**config.mk**
```make
export PLATFORM = sky130hd
export DESIGN_NAME = program_launcher
export DESIGN_NICKNAME = d
export VERILOG_FILES = /design/src/rtl/program_launcher.sv
export SDC_FILE = /design/constraint.sdc
export NUM_CORES = 1
export LEC_CHECK = 0
export BUFFER_PORTS_ARGS = -buffer_cell sky130_fd_sc_hd__buf_2
export CAP_MARGIN = 20
export CORE_MARGIN = 1
export CORE_UTILIZATION = 50
export DETAILED_ROUTE_END_ITERATION = 6
export GPL_ROUTABILITY_DRIVEN = 1
export PLACE_DENSITY = 0.78
export REMOVE_ABC_BUFFERS = 1
export SETUP_SLACK_MARGIN = 0.2
export SLEW_MARGIN = 5
export SYNTH_ARGS = -nofsm -noshare
export SYNTH_HDL_FRONTEND = slang
export SYNTH_SLANG_ARGS = --single-unit
```
**constraint.sdc**
```tcl
create_clock -name clk -period 2.7 [get_ports clk]
set_input_delay 0.405 -clock clk [delete_from_list [all_inputs] [get_ports clk]]
set_output_delay 0.405 -clock clk [all_outputs]
set_load 0.05 [all_outputs]
```
**src/rtl/program_launcher.sv**
```systemverilog
// Host-side start/ack run launcher: resets the processor, pulses start, times the ack.
// Optional LAUNCH_STATS_EN adds run count and max-latency outputs.
module program_launcher #(
    parameter int DUT_RST_CYCLES = 2,
    parameter int START_CYCLES   = 4,
    parameter int TIMEOUT_CYCLES = 8192,
    parameter int CNT_W          = 16
) (
    input  logic             clk,
    input  logic             reset,
    input  logic             go,
    input  logic             ack,
    output logic             dut_reset,
    output logic             start,
    output logic             busy,
    output logic             done,
    output logic             timeout,
`ifdef LAUNCH_STATS_EN
    output logic [CNT_W-1:0] runs,
    output logic [CNT_W-1:0] max_cycles,
`endif
    output logic [CNT_W-1:0] cycles
);

    localparam int PH_MAX0 = (DUT_RST_CYCLES > START_CYCLES) ? DUT_RST_CYCLES : START_CYCLES;
    localparam int PH_MAX  = (TIMEOUT_CYCLES > PH_MAX0) ? TIMEOUT_CYCLES : PH_MAX0;
    localparam int PH_W    = $clog2(PH_MAX + 1);

    localparam logic [PH_W-1:0] RST_LD = PH_W'(DUT_RST_CYCLES - 1);
    localparam logic [PH_W-1:0] STA_LD = PH_W'(START_CYCLES - 1);
    localparam logic [PH_W-1:0] TMO_LD = PH_W'(TIMEOUT_CYCLES - 1);

    typedef enum logic [2:0] {
        IDLE,
        RST_DUT,
        ARM,
        START,
        WAIT_ACK,
        FINISH
    } state_t;

    state_t           state_q;
    logic [PH_W-1:0]  ph_q;
    logic             dut_reset_q;
    logic             start_q;
    logic             busy_q;
    logic             done_q;
    logic             timeout_q;
    logic [CNT_W-1:0] cycles_q;
`ifdef LAUNCH_STATS_EN
    logic [CNT_W-1:0] runs_q;
    logic [CNT_W-1:0] max_q;
`endif

    always_ff @(posedge clk or negedge reset) begin
        if (!reset) begin
            state_q     <= IDLE;
            ph_q        <= '0;
            dut_reset_q <= 1'b0;
            start_q     <= 1'b0;
            busy_q      <= 1'b0;
            done_q      <= 1'b0;
            timeout_q   <= 1'b0;
            cycles_q    <= '0;
`ifdef LAUNCH_STATS_EN
            runs_q      <= '0;
            max_q       <= '0;
`endif
        end else begin
            done_q <= 1'b0;
            unique case (state_q)
                IDLE: begin
                    if (go) begin
                        state_q     <= RST_DUT;
                        dut_reset_q <= 1'b1;
                        busy_q      <= 1'b1;
                        cycles_q    <= '0;
                        timeout_q   <= 1'b0;
                        ph_q        <= RST_LD;
                    end
                end
                RST_DUT: begin
                    if (ph_q == '0) begin
                        state_q     <= ARM;
                        dut_reset_q <= 1'b0;
                    end else begin
                        ph_q <= ph_q - PH_W'(1);
                    end
                end
                ARM: begin
                    state_q <= START;
                    start_q <= 1'b1;
                    ph_q    <= STA_LD;
                end
                START: begin
                    if (ph_q == '0) begin
                        state_q <= WAIT_ACK;
                        start_q <= 1'b0;
                        ph_q    <= TMO_LD;
                    end else begin
                        ph_q <= ph_q - PH_W'(1);
                    end
                end
                WAIT_ACK: begin
                    // ack takes priority over the terminal count
                    if (ack) begin
                        state_q <= FINISH;
                        done_q  <= 1'b1;
`ifdef LAUNCH_STATS_EN
                        if (runs_q != '1) runs_q <= runs_q + CNT_W'(1);
                        if (cycles_q > max_q) max_q <= cycles_q;
`endif
                    end else begin
                        if (cycles_q != '1) cycles_q <= cycles_q + CNT_W'(1);
                        if (ph_q == '0) begin
                            state_q   <= FINISH;
                            done_q    <= 1'b1;
                            timeout_q <= 1'b1;
`ifdef LAUNCH_STATS_EN
                            if (runs_q != '1) runs_q <= runs_q + CNT_W'(1);
`endif
                        end else begin
                            ph_q <= ph_q - PH_W'(1);
                        end
                    end
                end
                FINISH: begin
                    state_q <= IDLE;
                    busy_q  <= 1'b0;
                end
                default: begin
                    state_q     <= IDLE;
                    dut_reset_q <= 1'b0;
                    start_q     <= 1'b0;
                    busy_q      <= 1'b0;
                end
            endcase
        end
    end

    assign dut_reset = dut_reset_q;
    assign start     = start_q;
    assign busy      = busy_q;
    assign done      = done_q;
    assign timeout   = timeout_q;
    assign cycles    = cycles_q;
`ifdef LAUNCH_STATS_EN
    assign runs       = runs_q;
    assign max_cycles = max_q;
`endif

endmodule

```
Word level (Yosys, flattened, before mapping)

Index checks and enable logic that the tools add are counted.

Flip-flop bits (word level): 38
Latch bits: 0
Memory bits (writable): 0
Memory bits (read-only): 0
Bits of input ports: 4
Output and inout bits: 21
Logic and storage cells: 67
Memories kept: 0

Add/sub/neg operators: 2
$mul: 0
Divide/modulo/power cells: 0
$lt $le $gt $ge: 0
Eq/ne operators: 13
Shift operators: 0
Muxes and demuxes: 27
Bitwise gates (word level): 3
Reductions and logical operators: 14

Operator list:

| cell                                                                   | number |
|---|---|
| 14-bit one-hot mux with 5 select lines                                 | 1 |
| 14-bit 2-to-1 mux                                                      | 4 |
| 16-bit 2-to-1 mux                                                      | 3 |
| 16-bit one-hot mux with 2 select lines                                 | 1 |
| 16-bit by 1-bit adder with 16-bit output (second input constant)       | 1 |
| 16-bit != test (second input constant)                                 | 1 |
| 3-bit 2-to-1 mux                                                       | 5 |
| 3-bit one-hot mux with 5 select lines                                  | 1 |
| 14-bit logical NOT                                                     | 1 |
| 14-bit by 1-bit subtractor with 14-bit output (second input constant)  | 1 |
| 2-bit != test (second input constant)                                  | 6 |
| 4-bit AND reduction                                                    | 3 |
| 4-bit OR reduction                                                     | 3 |
| 1-bit 2-to-1 mux                                                       | 8 |
| 3-bit by 2-bit equality test with 1-bit output (second input constant) | 2 |
| 3-bit equality test (second input constant)                            | 2 |
| 1-bit one-hot mux with 3 select lines                                  | 2 |
| 3-bit AND reduction                                                    | 2 |
| 5-bit nonzero test                                                     | 1 |
| 1-bit one-hot mux with 2 select lines                                  | 2 |
| 2-bit AND reduction                                                    | 2 |
| 3-bit by 1-bit equality test with 1-bit output (second input constant) | 1 |
| 3-bit logical NOT                                                      | 1 |
| 3-bit != test (second input constant)                                  | 1 |
| 2 further kinds                                                        | 4 |

Depth between registers and ports, before layout

Gate-level depths: netlist of run 1.

Depth in word-level cells: 4
Gate-level depth with buffers: 7
Depth with buffers taken out: 6

Worst setup path after synthesis of run 1

No wires, ideal clock.

Path type: register -> register
Start: register ph_q[0]
End: register ph_q[4]
Library setup time: 0.135 ns
Data arrival time: 1.991 ns
Required time: 2.565 ns
Setup slack: 0.573 ns
Stages on the path, launching flop included: 8
Path buffers: 1
Period minus slack after synthesis: 2.127 ns
Path through: dfrtp_1 inv_1 ha_1 or4b_1 or4_4 buf_6 o31ai_4 o22ai_1

Word-level cells in the longest chain between the ends: 4
Elaborated cells on any way between the ends: 6
Classes of those cells: 1 x add/sub; 4 x mux; 1 x reduce/logical

Ends and longest elaborated chain:

| item                                                                                | RTL line | text |
|---|---|---|
| start, declared                                                                     | 43       | `logic [PH_W-1:0] ph_q;` |
| start signal, assigned                                                              | 87       | `ph_q <= ph_q - PH_W'(1);` |
| start signal, assigned                                                              | 101      | `ph_q <= ph_q - PH_W'(1);` |
| start signal, assigned                                                              | 123      | `ph_q <= ph_q - PH_W'(1);` |
| 14-bit by 1-bit subtractor with 14-bit output or 14-bit logical NOT (tied branches) | --       |  |
| 14-bit 2-to-1 mux                                                                   | 83, 115  |  |
| 14-bit 2-to-1 mux                                                                   | 106      | `if (ack) begin` |
| 14-bit one-hot mux with 5 select lines (*)                                          | 71       | `unique case (state_q)` |

Every way passes the cells marked *; elsewhere a longest branch is shown, timed or not. The select of a mux whose other input is x is not followed.
A chain may end at the register's enable or synchronous reset.

Worst setup path in the final report of run 1

Same ends and word-level chain as after synthesis.

==> results.yml, run 1 <==
outcome:
  status: "finished, final reports clean"
timing:
  fin_ws_ps: 435
  period_share_pct: 83.9
  setup_viol: 0
  maxSlewHeadroom_pct: 45.2
  hold_viol_final: 0
  period_minus_slack_ps: 2260
  fin_worst_skew_ps: 2.36
  max_slew.worst_pin.slew_ps: 822
  rsz0062_at_grt: "no"
  hold_ws_ps: 205
  drv_slew: 0
  fmax_mhz: 442
critical_path:
  worstPathArrival_ps: 2420
  worst_path_max_delay_cell: "or4_4"
  regToRegSetupSlack_ps: 440
  worst_path_largest_cell_delay_ps: 510
  cp-end-kind: "flip-flop"
  r2r-start: "ph_q[0]"
  path_class: "flip-flop to flip-flop"
  critPathBufInv: 1
  cp_data_required_time_ps: 2860
  startpoint_type: "flip-flop"
  cp_cell_sequence: "inv_1 > ha_1 > or4b_1 > or4_4 > o31ai_4 > o22ai_1"
  critPathTopFamily: "simple AND/OR/NAND/NOR gates"
  reg2reg_depth: 6
  worst-path-stages: 6
  rr_endpoint: "ph_q[4]"
  crit_path_max_fanout: 8
floorplan:
  die_w_um: 72.5
  io_pins: 25
  die_area_um2: 5260
  initial_utilization_pct: 52.3
  die_h_um: 72.5
  rows: 25
  coreArea_um2: 4750
yosys:
  synth_compound_area_share_pct: 24.3
  synth_area_um2: 2490
  synthArstFlopShare_pct: 100
  avgSynthCellArea_um2: 8.85
  synthAdderAreaFrac_pct: 1.51
  synth_edf_count: 0
  synth_warnings: 0
  synth_top_family_by_area: "simple AND/OR/NAND/NOR gates"
  synthMuxAreaShare_pct: 4.53
  synthCells: 281
  synth_xor_area_share_pct: 0.352
  ys_ff_latch: 38
  synth_cell_types: 54
  yosys.area_share.simple_pct: 25.4
  ys.flop_type: "dfrtp_1"
  ys_seq_area_share_pct: 38.2
grt:
  grt_first_pass_wirelength_um: 9850
  grt-ovfl-total: 0
  grt_pass1_vias: 2062
  use_met1_pct: 33.9
  grt_usage_pct: 24.0
  use_met3_pct: 4.72
  antenna_found_initial: 0
  busiest_layer: "met2"
  gr-usage-met2_pct: 35.8
  grt_max_degree: 39
drt:
  detail-route-antenna-nets: 0
  drt_wl_total_um: 6000
  vias_per_cell: 6.34
  drt-initial-drc-count: 258
  firstDrtPassIters: 5
  vias: 2373
  post_drt_wl_per_cell_um: 16.0
  drcViolationCount: 0
clock_tree:
  cts_hold_buf: 0
  numCtsBuffers: 5
  cts_buffer_depth: 2
  clockRootBuffer: "clkbuf_8"
  clock_latency_ps: 290
  cts_resized: 0
  clk_pin_slew_ps: 70
  h-tree-depth: 2
  cts_setup_buffers: 0
  cts_sinks: 38
  cts_tree: "yes"
min_path:
  hp-class: "input pin to asynchronous set/reset pin"
pwr:
  leakage_nw: 1.19
  powerDensity_nw_per_um2: 724
  ir_drop_uv: 526
finish:
  antennaDiodeCount: 0
  final_util_pct: 58.5
  stdcell_count: 374
  layout-drive-gt1-share_pct: 17.3
  syn_to_final_growth_pct: 11.8
  fin_nets: 313
placement:
  gp_congestion: 0.911
  place_ws_ps: 468
  placed_cells: 366
  dpl.hpwl_um: 4270
  numPortBuffers: 24
job:
  maxCapViolCount: 0
==> routing by layer <==
metal | part of all wire (%) | vias to the layer above
met5 | 0 | -
met4 | 1.7 | 0
met3 | 6.7 | 13
met2 | 45 | 98
met1 | 46 | 1128
li1 | - | 1134
==> power by group <==
part	total, mW	internal, mW	switching [mW]
logic	0.738	0.297	0.442
clock network	0.409	0.206	0.203
registers	0.867	0.694	0.172
==> area by class of cell <==
class,instances,area [um^2]
Clock buffer,7,86.3
Inverter,17,63.8
Multi-Input combinational cell,210,1400
Timing Repair Buffer,34,195
Fill cell,413,1970
Sequential cell,38,951
Tap cell,67,83.8
Clock inverter,1,5.00
==> stage by stage <==
step | area (um^2) | TNS [ps] | power [mW]
2_1_floorplan | 2410 | -59.3 | 1.37
3_3_place_gp | 2690 | 0 | 1.57
3_5_place_dp | 2690 | 0 | 1.60
4_1_cts | 2780 | 0 | 2.01
5_1_grt | 2780 | 0 | 2.14
6_report | 2780 | 0 | 2.01
==> registers in the layout, indices dropped and copies added, names as in the netlist <==
register   cells
dut_reset      1
busy           1
timeout        1
state_q        3
start          1
done           1
cycles        16
ph_q          14
==> logic make-up after synthesis <==
logic type,after synthesis
simple gates,109
mux,11
fa+ha+maj,3
buf+inv,33
xor+xnor,1
flops,38
compound gates,86
==> how the worst max path moves through the flow <==
stage	from	endpoint	slack, ps
after CTS	ph_q[0]	ph_q[4]	450
final	ph_q[0]	ph_q[4]	440
after detailed placement	ph_q[0]	ph_q[4]	470
after floorplan	ph_q[8]	ph_q[12]	-60
after global routing	ph_q[0]	ph_q[4]	330
after global placement	ph_q[8]	ph_q[4]	520
==> layout by cell type, fill, tap and decap left out, types with 9 or more instances in the layout <==
master    Yosys  routed
nor2_1       13      13
a211oi_1     10      10
nand2_1      20      20
dfrtp_1      38      38
a221oi_1     12      12
inv_1        17      17
nand2b_1     10      10
a21oi_1      26      26
mux2i_1       9       9
buf_2         5      24
nand3_1       9       9
buf_4         1      10
==> synth_stat cells, types with 9 or more instances <==
cell type,number,area share (%)
a21oi_1,26,5.2
nand3_1,9,1.8
nor2_1,13,2.0
inv_1,17,2.6
nand2b_1,10,2.5
nand2_1,20,3.0
a221oi_1,12,4.2
a211oi_1,10,3.0
mux2i_1,9,3.6
dfrtp_1,38,38
(Power assumes the default switching activity.)
==> run 2: changes to the inputs <==
--- a/config.mk
+++ b/config.mk
@@ -5,13 +5,14 @@
 export SDC_FILE = /design/constraint.sdc
 export NUM_CORES = 1
 export LEC_CHECK = 0
+export ABC_AREA = 1
 export BUFFER_PORTS_ARGS = -buffer_cell sky130_fd_sc_hd__buf_2
 export CAP_MARGIN = 20
 export CORE_MARGIN = 1
 export CORE_UTILIZATION = 50
 export DETAILED_ROUTE_END_ITERATION = 6
 export GPL_ROUTABILITY_DRIVEN = 1
-export PLACE_DENSITY = 0.78
+export PLACE_DENSITY = 0.81
 export REMOVE_ABC_BUFFERS = 1
 export SETUP_SLACK_MARGIN = 0.2
 export SLEW_MARGIN = 5
==> constraint.sdc (replaced) <==
create_clock -name clk -period 2 [get_ports clk]
set_input_delay 0.3 -clock clk [delete_from_list [all_inputs] [get_ports clk]]
set_output_delay 0.3 -clock clk [all_outputs]
set_load 0.05 [all_outputs]
==> results.yml, run 2 <==
outcome:
  status: "finished, final reports clean"
timing:
  setup_viol: 0
  fmax_mhz: 616
  drv_slew: 0
  period_share_pct: 81.2
  max_slew.worst_pin.slew_ps: 343
  fin_worst_skew_ps: 11.6
  hold_ws_ps: 287
  maxSlewHeadroom_pct: 77.1
  period_minus_slack_ps: 1620
  rsz0062_at_grt: "no"
  fin_ws_ps: 375
  hold_viol_final: 0
  setup_tns_ps: 0
placement:
  dpl.hpwl_um: 4190
  gp_congestion: 0.876
  numPortBuffers: 24
  placed_cells: 460
  placed_area_um2: 2680
  place_ws_ps: 249
pwr:
  ir_drop_uv: 518
  leakage_nw: 1.48
  power_frac_clock_pct: 16.8
  p_seq_share_pct: 29.5
  p_int_mw: 2.02
  powerDensity_nw_per_um2: 1390
  switching_power_mw: 1.88
  switching_share_pct: 48.2
  power_frac_comb_pct: 53.7
finish:
  layout-drive-gt1-share_pct: 14.1
  fin_nets: 409
  fin_area_um2: 2810
  final_common_cell: "nand2_1"
  largest_register_ffs: 16
  final_cell_mix: "nand2_1, nand3_1, nor2_1"
  syn_to_final_growth_pct: 14.2
  antennaDiodeCount: 0
  stdcell_count: 470
clock_tree:
  numCtsBuffers: 5
  clk_pin_slew_ps: 80
  cts_sinks: 38
  clockRootBuffer: "clkbuf_8"
  h-tree-depth: 2
  clock_latency_ps: 300
  cts_buffer_depth: 2
  cts_tree: "yes"
min_path:
  hp-class: "input pin to flip-flop"
drt:
  drcViolationCount: 0
  vias: 2433
  firstDrtPassIters: 4
  vias_per_cell: 5.18
  drt-initial-drc-count: 165
  detail-route-antenna-nets: 0
  post_drt_wl_per_cell_um: 12.0
  drt_wl_total_um: 5630
grt:
  antenna_found_initial: 0
  grt_first_pass_wirelength_um: 9950
  grt-ovfl-total: 0
  grt_max_degree: 20
  grt_pass1_vias: 2290
  grt_usage_pct: 24.3
yosys:
  synthArstFlopShare_pct: 100
  ys_seq_area_share_pct: 38.6
  synth_cell_types: 26
  yosys.area.top_type: "dfrtp_1"
  synthCells: 369
  synth_area_um2: 2460
  synth_edf_count: 0
  synth_warnings: 0
  ys.flop_type: "dfrtp_1"
  synthTopCellsByCount: "nand2_1, nand3_1, nor2_1, dfrtp_1, inv_1"
  synth_area_leaders: "dfrtp_1, nand2_1, nand3_1"
  synth_most_common_cell: "nand2_1"
  synth_top_cell_area_share_pct: 38.6
  ys_ff_latch: 38
  avgSynthCellArea_um2: 6.68
floorplan:
  rows: 25
  die_h_um: 72.2
  coreArea_um2: 4720
  io_pins: 25
  die_w_um: 72.2
  initial_utilization_pct: 52.2
  die_area_um2: 5210
critical_path:
  worst_path_largest_cell_delay_ps: 470
  worst_path_max_delay_cell: "dfrtp_2"
  path_class: "flip-flop to flip-flop"
  worstPathArrival_ps: 1860
  startpoint_type: "flip-flop"
  cpMostUsedCell: "nand2_1"
  cp-end-kind: "flip-flop"
  cp-startpoint: "state_q[1]"
  crit_path_max_fanout: 10
  r2r-start: "state_q[1]"
  regToRegSetupSlack_ps: 380
  cp_data_required_time_ps: 2240
  reg2reg_depth: 8
  rr_endpoint: "cycles[7]"
  cp_cell_sequence: "nor2_4 > nand2_2 > o21ai_0 > nand2_1 > buf_4 > inv_1 > nand2_1 > nand2_1"
  cp-endpoint: "cycles[7]"
job:
  maxCapViolCount: 0
-- run 2: changes by cell type in the layout (fill, tap and decap cells not counted), moves of 8 or more --
cell / previous run / this run
mux2i_1: 9 / 0
nand2b_1: 10 / 0
inv_1: 17 / 33
a221oi_1: 12 / 0
nand3_1: 9 / 53
nand2_1: 20 / 124
a211oi_1: 10 / 0
a21oi_1: 26 / 1
nor4_1: 8 / 0
o21ai_1: 1 / 15
nor2_1: 13 / 43
-- run 2: worst max-delay path, delay by kind of cell, from the launching register on --
| family | cells | cell delay, ps |
|---|---|---|
| simple gates | 5 | 570 |
| flops | 1 | 470 |
| buf+inv | 2 | 290 |
| compound gates | 1 | 220 |
-- run 2: worst min-delay path by stage --
stage / cells past startpoint / end / startpoint
2_1_floorplan: 0 / busy / reset
3_3_place_gp: 1 / timeout / reset
3_5_place_dp: 1 / timeout / reset
4_1_cts: 3 / busy / go
5_1_grt: 3 / dut_reset / go
6_report: 3 / busy / go
-- run 2: metal layers --
metal / global-route usage (%) / vias up / wire (um)
met2: 40.6 / 65 / 2680
met3: 4.17 / 7 / 234
li1: - / 1252 / -
met4: 9.15 / 0 / 68
met5: 0 / - / 0
met1: 31.6 / 1109 / 2650
-- run 2: layout make-up --
type                            instances  area, um^2
Clock buffer                            5        68.8
Multi-Input combinational cell        286        1330
Inverter                               37         139
Tap cell                               67        83.8
Timing Repair Buffer                   34         198
Fill cell                             455        1910
Clock inverter                          3        40.0
Sequential cell                        38         953
-- run 2: cells by family (layout without fill, tap and decap cells) --
group | Yosys count | count (layout) | synth area share, %
xor+xnor | 8 | 8 | 2.84
buf+inv | 45 | 79 | 7.82
fa+ha+maj | 3 | 3 | 1.52
simple gates | 246 | 246 | 43.1
flops | 38 | 38 | 38.6
compound gates | 29 | 29 | 6.09
-- run 2: power by group through the flow --
stage | Clock, mW | Sequential, mW | Combinational (mW)
after global routing | 0.688 | 1.18 | 2.44
after detailed placement | 0 | 1.16 | 2.06
final | 0.654 | 1.15 | 2.09
after CTS | 0.664 | 1.14 | 2.07
after floorplan | 0 | 1.25 | 1.47
after global placement | 0 | 1.15 | 2.03
-- run 2: per-stage QoR --
step                      power [mW]  utilization (%)
after floorplan                 2.71                -
after global routing            4.31             59.6
after CTS                       3.87             59.2
final                           3.90             59.6
after detailed placement        3.21             56.6
after global placement          3.17             56.6
-- run 2: what timing repair did --
item | 4_1_cts | 5_1_grt
hold buffers | 1 | 0
buffers inserted | 0 | 1
endpoints found under the hold margin | 11 | 0
setup endpoints to repair | 0 | 29
resized for setup | 0 | 6
==> run 3: changes to the inputs <==
--- a/config.mk
+++ b/config.mk
@@ -12,7 +12,7 @@
 export CORE_UTILIZATION = 50
 export DETAILED_ROUTE_END_ITERATION = 6
 export GPL_ROUTABILITY_DRIVEN = 1
-export PLACE_DENSITY = 0.81
+export PLACE_DENSITY = 0.78
 export REMOVE_ABC_BUFFERS = 1
 export SETUP_SLACK_MARGIN = 0.2
 export SLEW_MARGIN = 5
==> constraint.sdc (replaced) <==
create_clock -name clk -period 1.6 [get_ports clk]
set_input_delay 0.24 -clock clk [delete_from_list [all_inputs] [get_ports clk]]
set_output_delay 0.24 -clock clk [all_outputs]
set_load 0.05 [all_outputs]
==> results.yml, run 3 (synthesis results as in run 2) <==
outcome:
  status: "finished with violations"
  failed_checks: "negative hold slack"
grt:
  grt_max_degree: 39
  grt_pass1_vias: 2524
  grt_first_pass_wirelength_um: 11300
  grt_usage_pct: 27.7
  antenna_found_initial: 0
  grt-ovfl-total: 0
finish:
  final_common_cell: "nand2_1"
  fin_nets: 434
  final_cell_mix: "nand2_1, nand3_1, dfrtp_1"
  layout-drive-gt1-share_pct: 30.4
  antennaDiodeCount: 0
  nFillCells: 346
  largest_register_ffs: 16
  syn_to_final_growth_pct: 29.6
critical_path:
  worstPathArrival_ps: 1760
  cpMostUsedCell: "nor2_4"
  cp-endpoint: "ph_q[6]"
  crit_path_max_fanout: 7
  worst-path-stages: 7
  path_class: "flip-flop to flip-flop"
  critPathTopFamily: "simple AND/OR/NAND/NOR gates"
  worst_path_largest_cell_delay_ps: 460
  cp_cell_sequence: "nor2_4 > nor2_1 > nor2_2 > nand2_4 > nor2_4 > nand3_1 > nand2_1"
  regToRegSetupSlack_ps: 60
  r2r-start: "state_q[1]"
  cp-end-kind: "flip-flop"
  reg2reg_depth: 7
  cp_data_required_time_ps: 1820
  worst_path_max_delay_cell: "dfrtp_2"
  cp-startpoint: "state_q[1]"
  critPathBufInv: 0
  rr_endpoint: "ph_q[6]"
  startpoint_type: "flip-flop"
placement:
  gp_congestion: 0.850
  numPortBuffers: 24
  dpl.hpwl_um: 4180
  place_ws_ps: 5.44
floorplan:
  die_w_um: 72.2
  die_area_um2: 5210
  coreArea_um2: 4720
  initial_utilization_pct: 52.2
  io_pins: 25
  die_h_um: 72.2
  rows: 25
drt:
  drcViolationCount: 0
  drt_wl_total_um: 6870
  vias: 2674
  detail-route-antenna-nets: 0
  vias_per_cell: 5.40
  drt-initial-drc-count: 253
  post_drt_wl_per_cell_um: 13.9
  firstDrtPassIters: 5
pwr:
  ir_drop_uv: 776
  leakage_nw: 1.63
  total_power_mw: 5.89
  powerDensity_nw_per_um2: 1850
timing:
  fin_worst_skew_ps: 7.22
  hold_ws_ps: -6.12
  period_share_pct: 96.3
  drv_slew: 0
  fmax_mhz: 649
  fin_ws_ps: 59.0
  period_minus_slack_ps: 1540
  max_slew.worst_pin.slew_ps: 494
  maxSlewHeadroom_pct: 67.1
  setup_viol: 0
  hold_viol_final: 4
  rsz0062_at_grt: "yes"
  setup_tns_ps: 0
min_path:
  hp-class: "input pin to asynchronous set/reset pin"
clock_tree:
  cts_hold_buf: 0
  numCtsBuffers: 5
  clk_pin_slew_ps: 80
  cts_sinks: 38
  clock_latency_ps: 290
  cts_buffer_depth: 2
  h-tree-depth: 2
  cts_tree: "yes"
  clockRootBuffer: "clkbuf_8"
job:
  maxCapViolCount: 0
## run 3: changes by cell type in the layout (fill, tap and decap cells not counted), moves of 9 or more
cell	delta
nor2_1	-12
nand2_1	-15
buf_4	+18
nor2_2	+10
nand3_1	-9
nand2_2	+13
## run 3: repair_timing
action	4_1_cts	5_1_grt
endpoints found under the hold margin	0	0
buffers inserted	9	2
endpoints found under the setup margin	35	36
gates cloned	4	0
gates resized for setup	48	30
pin swaps	10	12
## run 3: worst min path at each step
stage / endpoint / slack [ps] / depth (start not counted)
6_report: timeout / -6 / 2
5_1_grt: timeout / 30 / 2
4_1_cts: timeout / 9 / 2
3_5_place_dp: timeout / 320 / 2
3_3_place_gp: timeout / 320 / 2
2_1_floorplan: busy / -60 / 0
## run 3: per-layer routing
metal / routed length (um) / track usage, % / share of wire, %
met4: 146 / 11.8 / 2.1
met3: 423 / 6.11 / 6.2
met5: 0 / 0 / 0
met2: 3420 / 47.1 / 50
met1: 2890 / 33.7 / 42
## run 3: report_power, final
group | internal (mW) | switching [mW]
combinational | 1.40 | 2.35
clock | 0.348 | 0.344
sequential | 1.20 | 0.249
## run 3: cell type report
| cell class | count | area [um^2] | share of cell area, % |
|---|---|---|---|
| Multi-Input combinational cell | 286 | 1510 | 47.3 |
| Sequential cell | 38 | 956 | 29.9 |
| Timing Repair Buffer | 58 | 405 | 12.7 |
| Inverter | 37 | 144 | 4.50 |
| Clock buffer | 7 | 86.3 | 2.70 |
| Tap cell | 67 | 83.8 | 2.62 |
| Clock inverter | 1 | 5.00 | 0.157 |
| Timing Repair inverter | 1 | 3.75 | 0.118 |
## run 3: through the flow
stage / util [%] / hold WS (ps) / cells / instance area (um^2)
after floorplan: - / -55.6 / 361 / 2410
after global placement: 58.5 / 316 / 472 / 2770
after detailed placement: 58.5 / 319 / 472 / 2770
after CTS: 65.6 / 9.01 / 493 / 3100
after global routing: 67.6 / 31.0 / 495 / 3190
final: 67.6 / -6.12 / 495 / 3190
